### config.mk
export PLATFORM = sky130hd
export DESIGN_NAME = lcd_display_engine
export DESIGN_NICKNAME = d
export VERILOG_FILES = /design/src/rtl/lcd_display_engine.sv
export SDC_FILE = /design/constraint.sdc
export NUM_CORES = 1
export LEC_CHECK = 0
export BUFFER_PORTS_ARGS = -buffer_cell sky130_fd_sc_hd__clkbuf_2
export CAP_MARGIN = 20
export CORE_MARGIN = 2
export CORE_UTILIZATION = 30
export CTS_BUF_LIST = sky130_fd_sc_hd__clkbuf_8
export DETAILED_ROUTE_END_ITERATION = 6
export SETUP_SLACK_MARGIN = 0.4
export SLEW_MARGIN = 25
export SYNTH_ARGS = -nofsm -noshare
export SYNTH_HDL_FRONTEND = slang
export SYNTH_SLANG_ARGS = --single-unit
### constraint.sdc
create_clock -name clk -period 2.8 [get_ports clk]
set_clock_uncertainty 0.15 [all_clocks]
set_input_delay 0.7 -clock clk [delete_from_list [all_inputs] [get_ports clk]]
set_output_delay 0.7 -clock clk [all_outputs]
set_load 0.01 [all_outputs]
### src/rtl/lcd_display_engine.sv
// HD44780 16x2 status display: power-up/init sequencer, PC/SEL/data frame formatter
// and a one-byte RS/RW/EN/DATA bus timing engine, all in one clock domain.
module lcd_display_engine #(
  parameter int EN_CYCLES    = 12,
  parameter int CMD_WAIT     = 2000,
  parameter int CLEAR_WAIT   = 82000,
  parameter int POWERUP_WAIT = 750000
) (
  input  logic        clk,
  input  logic        rst,
  input  logic        refresh,
  input  logic [7:0]  PC,
  input  logic [3:0]  Out_sel,
  input  logic [31:0] data,
  output logic        LCD_RS,
  output logic        LCD_RW,
  output logic        LCD_EN,
  output logic [7:0]  LCD_DATA,
  output logic        rdy_cmd,
  output logic        rdy_exe,
  output logic [3:0]  state
);

  localparam logic [3:0] S_PWRUP = 4'd0;
  localparam logic [3:0] S_INIT  = 4'd1;
  localparam logic [3:0] S_IDLE  = 4'd2;
  localparam logic [3:0] S_L1A   = 4'd3;
  localparam logic [3:0] S_L1C   = 4'd4;
  localparam logic [3:0] S_L2A   = 4'd5;
  localparam logic [3:0] S_L2C   = 4'd6;

  localparam logic [31:0] LP_PWR_LAST   = 32'(POWERUP_WAIT - 1);
  localparam logic [31:0] LP_EN_LAST    = 32'(EN_CYCLES - 1);
  localparam logic [31:0] LP_CMD_LAST   = 32'(CMD_WAIT - 1);
  localparam logic [31:0] LP_CLEAR_LAST = 32'(CLEAR_WAIT - 1);

  typedef enum logic [1:0] {EX_IDLE, EX_SETUP, EX_EN, EX_WAIT} ex_state_t;

  logic [3:0]  r_state, w_state_next;
  logic [31:0] r_cnt;
  logic [3:0]  r_idx;
  logic        r_pending;
  logic [7:0]  r_pc;
  logic [3:0]  r_sel;
  logic [31:0] r_data;
  logic        w_issue, w_rs, w_rdy_cmd;
  logic [7:0]  w_byte;

  ex_state_t   r_ex_state, w_ex_next;
  logic [31:0] r_ex_cnt;
  logic        r_long_wait, r_lcd_rs;
  logic [7:0]  r_lcd_data;
  logic        w_lcd_en, w_rdy_exe;

  function automatic logic [7:0] hex_ascii(input logic [3:0] n);
    return (n < 4'd10) ? (8'h30 + {4'h0, n}) : (8'h37 + {4'h0, n});
  endfunction

  // "PC=hh SEL=s     "
  function automatic logic [7:0] line1_char(input logic [3:0] idx, input logic [7:0] pc,
                                            input logic [3:0] sel);
    case (idx)
      4'd0:    return "P";
      4'd1:    return "C";
      4'd2:    return "=";
      4'd3:    return hex_ascii(pc[7:4]);
      4'd4:    return hex_ascii(pc[3:0]);
      4'd6:    return "S";
      4'd7:    return "E";
      4'd8:    return "L";
      4'd9:    return "=";
      4'd10:   return hex_ascii(sel);
      default: return " ";
    endcase
  endfunction

  // "D=hhhhhhhh      ", most significant nibble first
  function automatic logic [7:0] line2_char(input logic [3:0] idx, input logic [31:0] d);
    case (idx)
      4'd0:    return "D";
      4'd1:    return "=";
      4'd2:    return hex_ascii(d[31:28]);
      4'd3:    return hex_ascii(d[27:24]);
      4'd4:    return hex_ascii(d[23:20]);
      4'd5:    return hex_ascii(d[19:16]);
      4'd6:    return hex_ascii(d[15:12]);
      4'd7:    return hex_ascii(d[11:8]);
      4'd8:    return hex_ascii(d[7:4]);
      4'd9:    return hex_ascii(d[3:0]);
      default: return " ";
    endcase
  endfunction

  always_ff @(posedge clk or negedge rst) begin
    if (!rst) begin
      r_state   <= S_PWRUP;
      r_cnt     <= '0;
      r_idx     <= '0;
      r_pending <= 1'b0;
      r_pc      <= '0;
      r_sel     <= '0;
      r_data    <= '0;
    end else begin
      r_state <= w_state_next;
      r_cnt   <= (r_state == S_PWRUP) ? r_cnt + 1 : '0;
      if (w_issue && (r_state == S_INIT || r_state == S_L1C || r_state == S_L2C))
        r_idx <= (r_state == S_INIT && r_idx == 4'd3) ? 4'd0 : r_idx + 4'd1;
      // Any refresh outside IDLE collapses into one pending redraw.
      if (r_state == S_IDLE) begin
        r_pending <= 1'b0;
        if (refresh || r_pending) begin
          r_pc   <= PC;
          r_sel  <= Out_sel;
          r_data <= data;
        end
      end else if (refresh) begin
        r_pending <= 1'b1;
      end
    end
  end

  always_comb begin
    w_state_next = r_state;
    case (r_state)
      S_PWRUP: if (r_cnt == LP_PWR_LAST) w_state_next = S_INIT;
      S_INIT:  if (w_issue && r_idx == 4'd3) w_state_next = S_IDLE;
      S_IDLE:  if (refresh || r_pending) w_state_next = S_L1A;
      S_L1A:   if (w_issue) w_state_next = S_L1C;
      S_L1C:   if (w_issue && r_idx == 4'd15) w_state_next = S_L2A;
      S_L2A:   if (w_issue) w_state_next = S_L2C;
      S_L2C:   if (w_issue && r_idx == 4'd15) w_state_next = S_IDLE;
      default: w_state_next = S_PWRUP;
    endcase
  end

  always_comb begin
    w_issue   = 1'b0;
    w_rs      = 1'b0;
    w_byte    = 8'h00;
    w_rdy_cmd = 1'b0;
    case (r_state)
      S_INIT: begin
        w_issue = w_rdy_exe;
        case (r_idx[1:0])
          2'd0:    w_byte = 8'h38;
          2'd1:    w_byte = 8'h0C;
          2'd2:    w_byte = 8'h06;
          default: w_byte = 8'h01;
        endcase
      end
      S_IDLE: w_rdy_cmd = !r_pending;
      S_L1A: begin
        w_issue = w_rdy_exe;
        w_byte  = 8'h80;
      end
      S_L1C: begin
        w_issue = w_rdy_exe;
        w_rs    = 1'b1;
        w_byte  = line1_char(r_idx, r_pc, r_sel);
      end
      S_L2A: begin
        w_issue = w_rdy_exe;
        w_byte  = 8'hC0;
      end
      S_L2C: begin
        w_issue = w_rdy_exe;
        w_rs    = 1'b1;
        w_byte  = line2_char(r_idx, r_data);
      end
      default: ;
    endcase
  end

  always_ff @(posedge clk or negedge rst) begin
    if (!rst) begin
      r_ex_state  <= EX_IDLE;
      r_ex_cnt    <= '0;
      r_long_wait <= 1'b0;
      r_lcd_rs    <= 1'b0;
      r_lcd_data  <= 8'h00;
    end else begin
      r_ex_state <= w_ex_next;
      r_ex_cnt   <= (w_ex_next != r_ex_state) ? '0 : r_ex_cnt + 1;
      if (w_issue) begin
        r_lcd_rs    <= w_rs;
        r_lcd_data  <= w_byte;
        r_long_wait <= !w_rs && (w_byte == 8'h01);
      end
    end
  end

  always_comb begin
    w_ex_next = r_ex_state;
    case (r_ex_state)
      EX_IDLE:  if (w_issue) w_ex_next = EX_SETUP;
      EX_SETUP: w_ex_next = EX_EN;
      EX_EN:    if (r_ex_cnt == LP_EN_LAST) w_ex_next = EX_WAIT;
      EX_WAIT:  if (r_ex_cnt == (r_long_wait ? LP_CLEAR_LAST : LP_CMD_LAST)) w_ex_next = EX_IDLE;
      default:  w_ex_next = EX_IDLE;
    endcase
  end

  always_comb begin
    w_lcd_en  = (r_ex_state == EX_EN);
    w_rdy_exe = (r_ex_state == EX_IDLE);
  end

  assign LCD_RS   = r_lcd_rs;
  assign LCD_RW   = 1'b0;
  assign LCD_EN   = w_lcd_en;
  assign LCD_DATA = r_lcd_data;
  assign rdy_cmd  = w_rdy_cmd;
  assign rdy_exe  = w_rdy_exe;
  assign state    = r_state;

endmodule

==> results.py <==
metrics = {
    "logic_synthesis": {
        "syn-cell-area_sq_mm": 0.00762,
        "synth-edff-count": 0,
        "ys_types": 64,
        "async_flop_share_pct": 100,
        "ys_top_cells_by_count": "dfrtp_1 (128), nor2_1 (99), nand2_1 (84), o21ai_0 (62), nand3_1 (47)",
        "synth_ff_type": "dfrtp_1",
        "yosysWarnings": 0,
        "avgSynthCellArea_sq_um": 8.89,
        "synth.most_common_cell": "dfrtp_1",
        "synth-seq-area-share_pct": 42.1,
        "synth_seq_cells": 128,
        "synth_area_leaders": "dfrtp_1 (42%), nor2_1 (4.9%), xnor2_1 (4.5%), nand2_1 (4.1%), o21ai_0 (4.1%)",
        "syn_inst": 857,
        "synth_top_area_share_pct": 42.1,
        "synth_largest_area_cell": "dfrtp_1",
    },
    "routing": {
        "wirelength_mm": 19.0,
        "ant_nets": 0,
        "drc_errors": 0,
        "drtIter0Drc": 447,
        "via_count": 6383,
        "wl_per_cell_um": 15.1,
        "firstDrtPassIters": 5,
        "vias_per_cell": 5.08,
    },
    "global_routing": {
        "grt_overflow": 0,
        "grt_pass1_vias": 6026,
        "grt_max_degree": 129,
        "grt_use_total_pct": 14.7,
        "grt_antenna_before_repair": 0,
        "grt_pass1_wl_mm": 31.4,
    },
    "critical_path": {
        "cp_max_fo": 9,
        "cp.depth": 9,
        "crit_chain": "inv_4, ha_4, buf_4, nor3_1, o22ai_1, nand2_1, a41o_1, o221ai_1, mux2_2",
        "reg2reg_depth": 9,
        "slowest_stage": "dfrtp_2",
        "critPathRequiredTime_ps": 2980,
        "end_kind": "flip-flop",
        "critPathKind": "flip-flop to flip-flop",
        "crit_family": "flip-flops",
        "cp-start-kind": "flip-flop",
        "cp_data_arrival_time_ps": 2540,
        "cpPeakStageDelay_ps": 480,
        "worst-path-buf-inv": 2,
    },
    "power": {
        "power.density_mw_per_mm2": 426,
        "p_leak_nw": 3.64,
        "peakVddDrop_mv": 0.231,
    },
    "sta": {
        "hold_viol_final": 0,
        "max_freq_mhz": 423,
        "fin_crit_sh_pct": 84.4,
        "rsz0062_at_grt": "yes",
        "worst_pin_slew_ps": 694,
        "finalMaxSlewViolations": 0,
        "min_period_ps": 2360,
        "slew_headroom_pct": 53.8,
        "timing.setup.tns_ps": 0,
        "setup_viol": 0,
    },
    "place": {
        "gp_congestion": 0.858,
        "portBuffers": 61,
        "placed_cells": 1216,
        "dpl.hpwl_mm": 13.4,
    },
    "floorplan": {
        "boundaryPins": 64,
        "dieArea_sq_mm": 0.0267,
        "fp.dieW_um": 163,
        "initial_core_util_pct": 30.4,
        "num_rows": 58,
        "fp.dieH_um": 163,
        "core_area_sq_mm": 0.0250,
    },
    "finish": {
        "final_cells": 1256,
        "fin_nets": 978,
        "drive_above_1_share_pct": 18.6,
        "synthToLayoutAreaGrowth_pct": 15.5,
        "n_fill_cell": 2582,
        "n_antenna_cell": 0,
    },
    "clock_network": {
        "cts-htree-levels": 4,
        "clockBufferDepth": 2,
        "clk_latency_ps": 450,
        "path_clk_slew_ps": 90,
        "clock_sinks": 128,
        "cts_buffers": 17,
        "cts_tree": "yes",
        "cts-root-buf": "clkbuf_8",
        "postCtsHoldBufs": 0,
    },
    "run": {
        "drv_cap": 0,
    },
    "min_path": {
        "hold_class": "input pin to asynchronous set/reset pin",
    },
    "outcome": {
        "status": "complete, no violations",
    },
}
==> kinds of logic after synthesis <==
group,Yosys count,synth area share (%)
compound gates,179,14.6
xor+xnor,70,8.05
fa+ha+maj,18,2.96
buf+inv,76,4.71
flops,128,42.1
mux,25,3.70
other cells,1,0.0492
simple gates,360,23.9
==> layout by cell type (no fill, tap or decap), types with 7 or more instances in the layout <==
cell	instances
dfrtp_1	121
xnor2_1	39
nor2b_1	21
clkbuf_2	60
nand2_1	84
ha_1	14
nor2_1	97
xor2_1	31
a21oi_1	40
o21ai_0	62
nand4_1	16
a22oi_1	11
and4_1	8
nand3_1	47
mux2_2	24
clkbuf_8	19
and3_1	9
buf_4	18
o211ai_1	8
inv_1	29
nor3_1	19
a21boi_0	7
==> path summary, 6_finish.rpt <==
path / start / to / slack, ps
min: rst / r_data[3]$_DFFE_PN0P_ / 190
max in group asynchronous: rst / state[1]$_DFFE_PN0P_ / 1730
max reg2reg: r_idx[0]$_DFFE_PN0P_ / LCD_DATA[3]$_DFFE_PN0P_ / 440
max: r_idx[0]$_DFFE_PN0P_ / LCD_DATA[3]$_DFFE_PN0P_ / 440
min in group clk: data[0] / r_data[0]$_DFFE_PN0P_ / 290
min reg2reg: r_ex_cnt[0]$_DFF_PN0_ / r_ex_cnt[0]$_DFF_PN0_ / 330
==> sequential cells by signal, summed over array words and instances, names as in the netlist <==
name         flops
r_idx            4
r_pc             8
r_data          32
state            3
r_long_wait      1
r_ex_cnt        32
r_ex_state       2
LCD_DATA         8
LCD_RS           1
r_pending        1
r_sel            4
r_cnt           32
==> where the power goes <==
group	switching (mW)	internal [mW]
Combinational	0.114	0.0900
Sequential	0.0517	1.88
Clock	0.843	0.763
Total	1.01	2.74
==> through the flow <==
step	power [mW]	util, %	setup slack (ps)	hold slack, ps	cell area (sq um)
2_1_floorplan	2.07	-	567	254	7620
3_3_place_gp	2.17	32.9	325	323	8230
3_5_place_dp	2.18	32.9	262	322	8230
4_1_cts	3.81	34.7	405	214	8700
5_1_grt	3.92	35.1	342	246	8800
6_report	3.75	35.1	438	187	8800
==> worst reg2reg max path: cells and delay by family, from the launching register on <==
kind            cells  cell delay (ps)
fa+ha+maj           1              200
mux                 1              290
compound gates      3              450
buf+inv             2              250
simple gates        2              410
flops               1              480
==> area by class of cell <==
| type | instances | area [sq um] | area share [%] |
|---|---|---|---|
| sequential | 128 | 3210 | 36.5 |
| timing repair buffer | 81 | 495 | 5.63 |
| inverter | 31 | 121 | 1.38 |
| multi-input combinational | 654 | 4160 | 47.3 |
| clock inverter | 13 | 126 | 1.44 |
| tap | 330 | 413 | 4.69 |
| clock buffer | 19 | 262 | 2.97 |
==> layer usage <==
| layer | global-route usage (%) | routed length, um |
|---|---|---|
| met1 | 21.2 | 9210 |
| met2 | 22.4 | 8620 |
| met3 | 2.89 | 908 |
| met4 | 3.86 | 218 |
| met5 | 0 | 0 |
==> repair_timing <==
action                     in CTS  in global routing
pin swaps                       0                  1
cloned                          0                  0
resized for setup              18                 13
setup endpoints to repair      26                 28
buffers inserted                2                  6
Power figures use the tool's default switching activity.
